File: config.mk
export PLATFORM = sky130hd
export DESIGN_NAME = ifetch
export DESIGN_NICKNAME = d
export VERILOG_FILES = /design/src/rtl/ifetch_pkg.sv /design/src/rtl/ifetch_bht.sv /design/src/rtl/ifetch.sv
export SDC_FILE = /design/constraint.sdc
export NUM_CORES = 1
export LEC_CHECK = 0
export CORE_ASPECT_RATIO = 1.2
export CORE_MARGIN = 4
export CORE_UTILIZATION = 35
export CTS_CLUSTER_DIAMETER = 120
export CTS_CLUSTER_SIZE = 30
export DETAILED_ROUTE_END_ITERATION = 7
export HOLD_SLACK_MARGIN = 0.05
export PLACE_DENSITY = 0.61
export SETUP_SLACK_MARGIN = 0.2
export SKIP_LAST_GASP = 1
export SLEW_MARGIN = 10
export SYNTH_ARGS = -nofsm -noshare
export SYNTH_HDL_FRONTEND = slang
export SYNTH_SLANG_ARGS = --single-unit
File: constraint.sdc
create_clock -name clk -period 2.95 [get_ports clk]
set_input_delay 0.59 -clock clk [delete_from_list [all_inputs] [get_ports clk]]
set_output_delay 0.59 -clock clk [all_outputs]
set_load 0.01 [all_outputs]
File: src/rtl/ifetch_pkg.sv
// Shared definitions for the instruction fetch stage: opcodes, reset PC, FSM states,
// RV32 immediate extraction and the 2-bit saturating counter step.
package ifetch_pkg;

  localparam logic [6:0]  OP_JAL       = 7'b1101111;
  localparam logic [6:0]  OP_JALR      = 7'b1100111;
  localparam logic [6:0]  OP_BRANCH    = 7'b1100011;
  localparam logic [31:0] RESET_PC_DEF = 32'h0000_0000;

  typedef enum logic [1:0] {
    ST_FETCH = 2'd0,
    ST_WAIT  = 2'd1,
    ST_ISSUE = 2'd2,
    ST_PAUSE = 2'd3
  } fetch_state_e;

  function automatic logic [31:0] imm_j(input logic [31:0] ins);
    return {{12{ins[31]}}, ins[19:12], ins[20], ins[30:21], 1'b0};
  endfunction

  function automatic logic [31:0] imm_b(input logic [31:0] ins);
    return {{20{ins[31]}}, ins[7], ins[30:25], ins[11:8], 1'b0};
  endfunction

  function automatic logic [1:0] ctr_next(input logic [1:0] ctr, input logic taken);
    logic [1:0] nxt;
    if (taken) begin
      nxt = (ctr == 2'b11) ? ctr : ctr + 2'b01;
    end else begin
      nxt = (ctr == 2'b00) ? ctr : ctr - 2'b01;
    end
    return nxt;
  endfunction

endpackage

File: src/rtl/ifetch_bht.sv
// Branch history table: 2^BHT_BITS two-bit counters, combinational read, synchronous update.
// Only built when IFETCH_BHT_EN is defined.
`ifdef IFETCH_BHT_EN
module ifetch_bht
  import ifetch_pkg::*;
#(
  parameter int BHT_BITS = 6
) (
  input  logic                clk,
  input  logic                rst,
  input  logic                rdy,
  input  logic [BHT_BITS-1:0] rd_idx,
  output logic [1:0]          rd_ctr,
  input  logic                upd,
  input  logic [BHT_BITS-1:0] upd_idx,
  input  logic                upd_taken
);

  logic [1:0] ctr_r [2**BHT_BITS];

  // A same-cycle update is not visible here until the next clock.
  assign rd_ctr = ctr_r[rd_idx];

  // Counter array: weakly not-taken at reset, stepped toward the committed outcome.
  always_ff @(posedge clk or negedge rst) begin
    if (!rst) begin
      for (int i = 0; i < 2**BHT_BITS; i++) begin
        ctr_r[i] <= 2'b01;
      end
    end else if (rdy && upd) begin
      ctr_r[upd_idx] <= ctr_next(ctr_r[upd_idx], upd_taken);
    end
  end

endmodule
`endif

File: src/rtl/ifetch.sv
// Instruction fetch stage: PC, I-cache request, next-PC prediction and decoder handshake.
// Define IFETCH_BHT_EN for a dynamic BHT; otherwise branches are backward-taken/forward-not-taken.
module ifetch
  import ifetch_pkg::*;
#(
  parameter logic [31:0] RESET_PC = RESET_PC_DEF,
  parameter int          BHT_BITS = 6
) (
  input  logic        clk,
  input  logic        rst,
  input  logic        rdy,
  input  logic        rollback,
  input  logic [31:0] rollback_pc,
  input  logic        stall,
  input  logic        jalr_need_pause,
  input  logic        jalr_pause_rej,
  input  logic [31:0] jalr_pc,
  output logic        ic_req,
  output logic [31:0] ic_addr,
  input  logic        ic_valid,
  input  logic [31:0] ic_data,
  input  logic        bp_upd,
  input  logic [31:0] bp_upd_pc,
  input  logic        bp_upd_taken,
  output logic        inst_rdy,
  output logic [31:0] inst,
  output logic [31:0] inst_PC,
  output logic        pred_jump
);

  fetch_state_e state_r, state_s;
  logic [31:0]  pc_r, pc_s;
  logic         ic_req_r, ic_req_s;
  logic         inst_rdy_r, inst_rdy_s;
  logic [31:0]  inst_r, inst_s;
  logic [31:0]  inst_pc_r, inst_pc_s;
  logic         pred_jump_r, pred_jump_s;
  logic         kill_r, kill_s;
  logic [31:0]  npc_s;
  logic         pred_s;
  logic         br_taken_s;
  logic         unused_s;

`ifdef IFETCH_BHT_EN
  logic [1:0] bht_ctr_s;

  ifetch_bht #(.BHT_BITS(BHT_BITS)) u_bht (
    .clk       (clk),
    .rst       (rst),
    .rdy       (rdy),
    .rd_idx    (pc_r[BHT_BITS+1:2]),
    .rd_ctr    (bht_ctr_s),
    .upd       (bp_upd),
    .upd_idx   (bp_upd_pc[BHT_BITS+1:2]),
    .upd_taken (bp_upd_taken)
  );

  assign br_taken_s = bht_ctr_s[1];
  assign unused_s   = ^{bht_ctr_s[0], bp_upd_pc[31:BHT_BITS+2], bp_upd_pc[1:0]};
`else
  assign br_taken_s = ic_data[31];
  assign unused_s   = ^{bp_upd, bp_upd_pc, bp_upd_taken};
`endif

  assign ic_req    = ic_req_r;
  assign ic_addr   = pc_r;
  assign inst_rdy  = inst_rdy_r;
  assign inst      = inst_r;
  assign inst_PC   = inst_pc_r;
  assign pred_jump = pred_jump_r;

  // Next-PC prediction for the word currently returned by the cache.
  always_comb begin
    npc_s  = pc_r + 32'd4;
    pred_s = 1'b0;
    case (ic_data[6:0])
      OP_JAL: begin
        npc_s  = pc_r + imm_j(ic_data);
        pred_s = 1'b1;
      end
      OP_BRANCH: begin
        if (br_taken_s) begin
          npc_s  = pc_r + imm_b(ic_data);
          pred_s = 1'b1;
        end else begin
          npc_s  = pc_r + 32'd4;
          pred_s = 1'b0;
        end
      end
      OP_JALR: begin
        npc_s  = pc_r;
        pred_s = 1'b0;
      end
      default: begin
        npc_s  = pc_r + 32'd4;
        pred_s = 1'b0;
      end
    endcase
  end

  // Next-state logic: rollback overrides everything, then the fetch/issue sequence.
  always_comb begin
    state_s     = state_r;
    pc_s        = pc_r;
    ic_req_s    = ic_req_r;
    inst_rdy_s  = inst_rdy_r;
    inst_s      = inst_r;
    inst_pc_s   = inst_pc_r;
    pred_jump_s = pred_jump_r;
    kill_s      = kill_r;
    if (rollback) begin
      state_s    = ST_FETCH;
      pc_s       = rollback_pc;
      ic_req_s   = 1'b0;
      inst_rdy_s = 1'b0;
      // A response still in flight from WAIT must be swallowed when it lands.
      kill_s     = (state_r == ST_WAIT) ? ~ic_valid : (kill_r & ~ic_valid);
    end else begin
      kill_s = kill_r & ~ic_valid;
      case (state_r)
        ST_FETCH: begin
          ic_req_s = 1'b1;
          state_s  = ST_WAIT;
        end
        ST_WAIT: begin
          if (ic_valid && !kill_r) begin
            inst_s      = ic_data;
            inst_pc_s   = pc_r;
            pred_jump_s = pred_s;
            pc_s        = npc_s;
            inst_rdy_s  = 1'b1;
            ic_req_s    = 1'b0;
            state_s     = ST_ISSUE;
          end else begin
            ic_req_s = 1'b1;
          end
        end
        ST_ISSUE: begin
          if (stall) begin
            inst_rdy_s = 1'b1;
          end else if (jalr_need_pause) begin
            state_s = ST_PAUSE;
          end else if (jalr_pause_rej) begin
            pc_s       = jalr_pc;
            inst_rdy_s = 1'b0;
            state_s    = ST_FETCH;
          end else begin
            inst_rdy_s = 1'b0;
            state_s    = ST_FETCH;
          end
        end
        ST_PAUSE: begin
          if (jalr_pause_rej) begin
            pc_s       = jalr_pc;
            inst_rdy_s = 1'b0;
            state_s    = ST_FETCH;
          end else begin
            state_s = ST_PAUSE;
          end
        end
        default: begin
          state_s    = ST_FETCH;
          ic_req_s   = 1'b0;
          inst_rdy_s = 1'b0;
        end
      endcase
    end
  end

  // State and output registers; rdy=0 freezes everything except reset.
  always_ff @(posedge clk or negedge rst) begin
    if (!rst) begin
      state_r     <= ST_FETCH;
      pc_r        <= RESET_PC;
      ic_req_r    <= 1'b0;
      inst_rdy_r  <= 1'b0;
      inst_r      <= 32'd0;
      inst_pc_r   <= 32'd0;
      pred_jump_r <= 1'b0;
      kill_r      <= 1'b0;
    end else if (rdy) begin
      state_r     <= state_s;
      pc_r        <= pc_s;
      ic_req_r    <= ic_req_s;
      inst_rdy_r  <= inst_rdy_s;
      inst_r      <= inst_s;
      inst_pc_r   <= inst_pc_s;
      pred_jump_r <= pred_jump_s;
      kill_r      <= kill_s;
    end
  end

endmodule
==> impl_metrics.yaml, run 1 <==
setup_path:
  end_kind: "flop"
  startpoint: "ic_data[28]"
  critPathMaxFanout: 4
  r2r_end: "ic_addr[30]"
  criticalPathCategory: "input port to flop"
  startpoint_type: "input port"
  rr_worst_depth: 10
  r2r_slack_ns: 0.08
  endpoint: "ic_addr[30]"
  rr_startpoint: "ic_addr[2]"
  crit_arrival_ns: 3.14
  required_ns: 3.20
timing:
  slew_headroom_pct: 61.1
  worstMarginPinSlew_ns: 0.581
  fin_crit_ns: 2.89
  finalMaxSlewViolations: 0
  finalClockSkew_ns: 0.0115
  setup_viol: 0
  rsz0062_at_grt: "true"
  max_freq_ghz: 0.346
  finalCritPeriodShare_pct: 98.0
  hold_viol: 0
  fin_setup_tns_ns: 0
global_routing:
  antenna_found_initial: 0
  grt_util_met1_pct: 28.5
  grt_pass1_wl_um: 52500
  grt.met2_usage_pct: 47.4
  grt.busiest_layer: "met2"
  grt_pass1_vias: 9575
  grt.overflow.total: 0
  gr-usage-met3_pct: 3.77
  grt_max_degree: 53
  grt_util_all_layers_pct: 25.6
power:
  p_per_area_nw_per_um2: 1040
  p_clk_share_pct: 9.6
  combPwrFrac_pct: 71.5
  p_leak_nw: 5.86
  peakVddDrop_v: 0.000614
  power.switching_mw: 6.12
  intPower_mw: 7.96
  p_seq_share_pct: 19.0
  p_sw_share_pct: 43.5
logic_synthesis:
  yosys.area_share.xor_xnor_pct: 5.70
  synthSimpleGateAreaFrac_pct: 15.0
  yosysUniqueCellTypes: 79
  netlist_instances: 931
  synth_commonest_cells: "dfrtp_1, nand2_1, a21oi_1, mux2_2, o21ai_0"
  synth_edf_count: 0
  synth_compound_area_share_pct: 27.7
  synth_seq_cells: 102
  yosysWarnings: 0
  synth_top_area_cell: "dfrtp_1"
  avgSynthCellArea_um2: 8.92
  syn_area_um2: 8300
  synthMuxAreaShare_pct: 9.13
  synth.most_common_cell: "dfrtp_1"
  ys.flop_type: "dfrtp_1"
  synthArstFlopShare_pct: 100
  synthTopCellsByArea: "dfrtp_1, mux2_2, ha_1"
  syn_nets: 1115
  synth_top_cell_area_share_pct: 30.7
  ys_seq_area_share_pct: 30.7
  yosys.area_share.adder_pct: 7.11
  synth_top_family_by_area: "compound AO/OA/AOI/OAI gates"
drt:
  drt-total-wl_um: 34300
  viasPerCell: 5.61
  wire_per_inst_um: 20.7
  ant_nets: 0
  first_pass_iters: 5
  drc: 0
  drtIter0Drc: 478
  num_vias: 9299
run_status:
  status: "completed"
cells_and_area:
  drive_gt1_share_pct: 33.9
  diodes: 0
  register_area_um2: 2560
  finalNonFillerCells: 1659
  area_growth_pct: 62.9
  fill_cells: 2072
  multi_input_area_um2: 6180
  nets: 1523
clock_network:
  clk_latency_ns: 0.36
  cts-root-buf: "clkbuf_16"
  clk_pin_slew_ns: 0.09
  cts_max_path_buffers: 2
  numCtsBuffers: 9
  cts_tree: "built"
  cts.hold.buffers_added: 0
  htreeDepth: 3
  clock-sinks: 102
flow_run:
  drv_cap: 0
floorplanning:
  start_util_pct: 35.7
  die_area_um2: 26300
  core-area_um2: 23300
  die_h_um: 177
  rows: 61
  die-width_um: 149
  ioPinCount: 237
placement:
  place_inst: 1617
  port_buffers: 202
  hpwlAfterDp_um: 26400
  gp_congestion: 0.909
min_path:
  hold_path.class: "input port to asynchronous set/reset pin"
-- power groups by stage --
stage	Combinational (mW)	Sequential, mW	Clock, mW
finish	10.1	2.67	1.35
floorplan	4.06	2.89	0
global route	10.8	2.74	1.41
global placement	8.80	2.63	0
detailed placement	8.84	2.66	0
CTS	9.65	2.67	1.37
-- through the flow --
step,util [%],setup slack [ns],power [mW],area [um^2],hold WS (ns)
6_report,58.1,0.0577,14.1,13500,0.159
2_1_floorplan,-,-0.0279,6.95,8390,0.294
5_1_grt,58.1,-0.0440,15.0,13500,0.175
3_5_place_dp,52.7,-0.773,11.5,12300,0.475
3_3_place_gp,52.7,-0.759,11.4,12300,0.462
4_1_cts,56.8,0.0375,13.7,13200,0.165
-- metal layers --
metal,share of wire (%),wire length (um),up-vias
met5,0,0,-
met4,5.1,1740,0
met3,5.4,1840,89
met2,52,17900,319
met1,37,12800,4519
li1,-,-,4372
-- worst max-delay path, stage by stage --
cell,delay (ns)
dlygate4sd2_1,0.28
ha_4,0.31
nand2_2,0.09
or3_4,0.41
o21ai_4,0.14
and3_4,0.21
o31a_1,0.18
o31ai_4,0.09
and4_1,0.21
o41a_1,0.41
a211o_1,0.23
-- layout by cell type, fill, tap and decap left out, types with 13 or more instances in the layout --
cell type and instances:
buf_4 237, clkdlybuf4s50_1 180, dfrtp_1 99, nand2_1 67
mux2_2 62, a21oi_1 60, nor2_1 54, o21ai_0 42
xor2_1 29, a21o_1 27, ha_1 25, xnor2_1 22
nor3_1 20, ha_4 19, o21ai_1 18, inv_1 17
o22ai_1 17, and3_1 16, nand3_1 16, nand4_1 14
a221oi_1 13, dlygate4sd2_1 13
-- registers in the layout, summed over array words and instances (netlist names) --
name / cells
kill_r: 1
inst: 32
ic_req: 1
inst_rdy: 1
state_r: 2
ic_addr: 32
pred_jump: 1
inst_PC: 32
-- kinds of logic after synthesis --
logic type      Yosys count
compound gates          337
simple gates            249
flops                   102
buf+inv                  75
mux                      68
xor+xnor                 54
fa+ha+maj                46
-- worst min-delay path by stage --
| stage | slack (ns) | cells past startpoint | endpoint | startpoint |
|---|---|---|---|---|
| after global routing | 0.18 | 1 | inst_PC[23] | rst |
| after CTS | 0.16 | 1 | inst_PC[23] | rst |
| after detailed placement | 0.48 | 2 | inst[5] | inst[5] |
| after floorplan | 0.29 | 0 | ic_addr[0] | rst |
| final | 0.16 | 1 | inst_PC[23] | rst |
| after global placement | 0.46 | 2 | pred_jump | pred_jump |
-- timing repair --
action | 4_1_cts | 5_1_grt
endpoints found under the setup margin | 24 | 24
buffers inserted | 15 | 10
gates resized for setup | 117 | 51
hold endpoints to repair | 0 | 0
pin swaps | 50 | 36
gates cloned | 1 | 0
-- cell type report --
cell class,instances,share of cell area (%)
Tap cell,315,2.91
Clock inverter,7,0.722
Multi-Input combinational cell,754,45.7
Sequential cell,102,18.9
Timing Repair Buffer,453,29.6
Clock buffer,9,1.67
Inverter,19,0.527
Power figures use the tool's default switching activity.
==> run 2: changes to the inputs <==
Settings changed: DONT_BUFFER_PORTS set to 1, PLACE_DENSITY 0.61 to 0.48.
==> run 2 against run 1 <==
The flow now finishes with violations (hold timing, setup timing). Clock power decreased by 6%. Die area is the same. Clock skew fell by 0.00086 ns. Sequential share of layout area is 5.0 points higher. Non-clock buffer count shrank 281. Critical path type is now flop to flop. Largest cell class unchanged.
==> impl_metrics.yaml, run 2 (synthesis gave the netlist of run 1 again) <==
floorplanning:
  die_area_um2: 26300
  ioPinCount: 237
  core-area_um2: 23300
  die_h_um: 177
  die-width_um: 149
  rows: 61
  start_util_pct: 35.7
timing:
  finalClockSkew_ns: 0.0106
  worstMarginPinSlew_ns: 0.715
  max_freq_ghz: 0.334
  finalMaxSlewViolations: 0
  rsz0062_at_grt: "true"
  finalCritPeriodShare_pct: 102
  worst_slack_ns: -0.0443
  fin_hold_ws_ns: -0.0944
  fin_setup_tns_ns: -0.0501
  slew_headroom_pct: 52.2
  fin_crit_ns: 2.99
  hold_viol: 102
  setup_viol: 3
setup_path:
  r2r_slack_ns: -0.04
  required_ns: 3.21
  worstPathCellList: "ha_4 -> a211o_1 -> a211oi_4 -> o21ai_2 -> and3_4 -> o31a_1 -> o31ai_4 -> nor4_2 -> o41a_1 -> a211o_1"
  criticalPathCategory: "flop to flop"
  startpoint_type: "flop"
  rr_worst_depth: 10
  r2r_end: "ic_addr[30]"
  worst_path_most_repeated_cell: "a211o_1"
  critPathMaxFanout: 4
  cpMaxStageDelayCell: "dfrtp_2"
  crit_arrival_ns: 3.25
  end_kind: "flop"
  rr_startpoint: "ic_addr[2]"
  critPathMaxStageDelay_ns: 0.43
drt:
  wire_per_inst_um: 24.3
  drc: 0
  viasPerCell: 5.95
  drtIter0Drc: 408
  ant_nets: 0
  first_pass_iters: 5
  num_vias: 8198
  drt-total-wl_um: 33400
clock_network:
  cts_tree: "built"
  htreeDepth: 3
  clk_pin_slew_ns: 0.09
  cts_max_path_buffers: 2
  clock-sinks: 102
  clk_latency_ns: 0.37
  cts-root-buf: "clkbuf_16"
  numCtsBuffers: 9
placement:
  port_buffers: 0
  placed_area_um2: 9700
  gp_congestion: 0.911
  hpwlAfterDp_um: 25400
  place_inst: 1347
  place_ws_ns: -0.360
cells_and_area:
  finalNonFillerCells: 1378
  finalInstanceArea_um2: 10700
  final_common_cell: "buf_4"
  drive_gt1_share_pct: 33.8
  most-common-layout-cells: "buf_4, dfrtp_1, nand2_1"
  diodes: 0
  nets: 1242
  area_growth_pct: 28.7
power:
  p_leak_nw: 4.63
  peakVddDrop_v: 0.000431
  p_per_area_nw_per_um2: 1130
global_routing:
  grt_max_degree: 103
  grt.overflow.total: 0
  grt_util_all_layers_pct: 24.8
  grt_pass1_vias: 8223
  grt_pass1_wl_um: 49700
  antenna_found_initial: 1
run_status:
  violations: "hold timing, setup timing"
  status: "complete, but fails checks"
flow_run:
  drv_cap: 0
min_path:
  hold_path.class: "input port to asynchronous set/reset pin"
-- run 2: cell types whose count changed in the layout (fill, tap and decap cells not counted), sizes merged, moves of 3 or more --
cell and change:
clkdlybuf4s50 -180, buf -81, dlygate4sd2 -13, clkbuf -3, clkdlybuf4s15 -3
-- run 2: area by class of cell --
| cell class | instances | area [um^2] |
|---|---|---|
| Fill cell | 2310 | 12600 |
| Clock buffer | 9 | 225 |
| Clock inverter | 7 | 66.3 |
| Tap cell | 315 | 394 |
| Multi-Input combinational cell | 754 | 6020 |
| Timing Repair Buffer | 172 | 1350 |
| Inverter | 19 | 71.3 |
| Sequential cell | 102 | 2560 |
-- run 2: layer usage --
| metal | up-vias | GRT usage, % | part of all wire, % |
|---|---|---|---|
| li1 | 3818 | - | - |
| met1 | 4035 | 26.8 | 37 |
| met2 | 275 | 46.7 | 53 |
| met3 | 68 | 5.89 | 6.8 |
| met4 | 2 | 8.59 | 3.5 |
| met5 | - | 0 | 0.021 |
-- run 2: critical path: cells and delay by family (launching register included) --
| family | cells | cell delay [ns] |
|---|---|---|
| AOI/OAI and AO/OA | 7 | 1.99 |
| adders and majority gates | 1 | 0.22 |
| DFF | 1 | 0.43 |
| and+or+nand+nor | 2 | 0.25 |
-- run 2: where the power goes --
part           internal, mW  leakage [nW]  total [mW]  switching, mW
Combinational          3.70          3.22        7.94           4.24
Sequential             2.04          1.26        2.85          0.810
Clock                 0.597         0.142        1.27          0.675
-- run 2: how the worst max path moves through the flow --
stage | start | to | slack [ns] | cells past startpoint
floorplan | ic_data[9] | ic_addr[30] | -0.03 | 10
global route | ic_addr[2] | ic_addr[28] | -0.14 | 14
finish | ic_addr[2] | ic_addr[30] | -0.04 | 10
CTS | ic_addr[1] | ic_addr[30] | -0.04 | 10
detailed placement | ic_data[8] | ic_addr[30] | -0.36 | 10
global placement | ic_data[8] | ic_addr[30] | -0.34 | 10
-- run 2: through the flow --
stage,hold slack [ns],power [mW],util [%]
global placement,0.297,9.80,41.7
CTS,-0.106,11.6,44.3
finish,-0.0944,12.1,45.9
detailed placement,0.298,9.86,41.7
floorplan,0.294,6.95,-
global route,-0.108,12.9,45.9
-- run 2: repair_timing --
action / 4_1_cts / 5_1_grt
buffers inserted: 6 / 9
cloned: 0 / 0
gates resized for setup: 62 / 58
pin swaps: 53 / 48
endpoints found under the setup margin: 21 / 22
hold endpoints to repair: 102 / 102
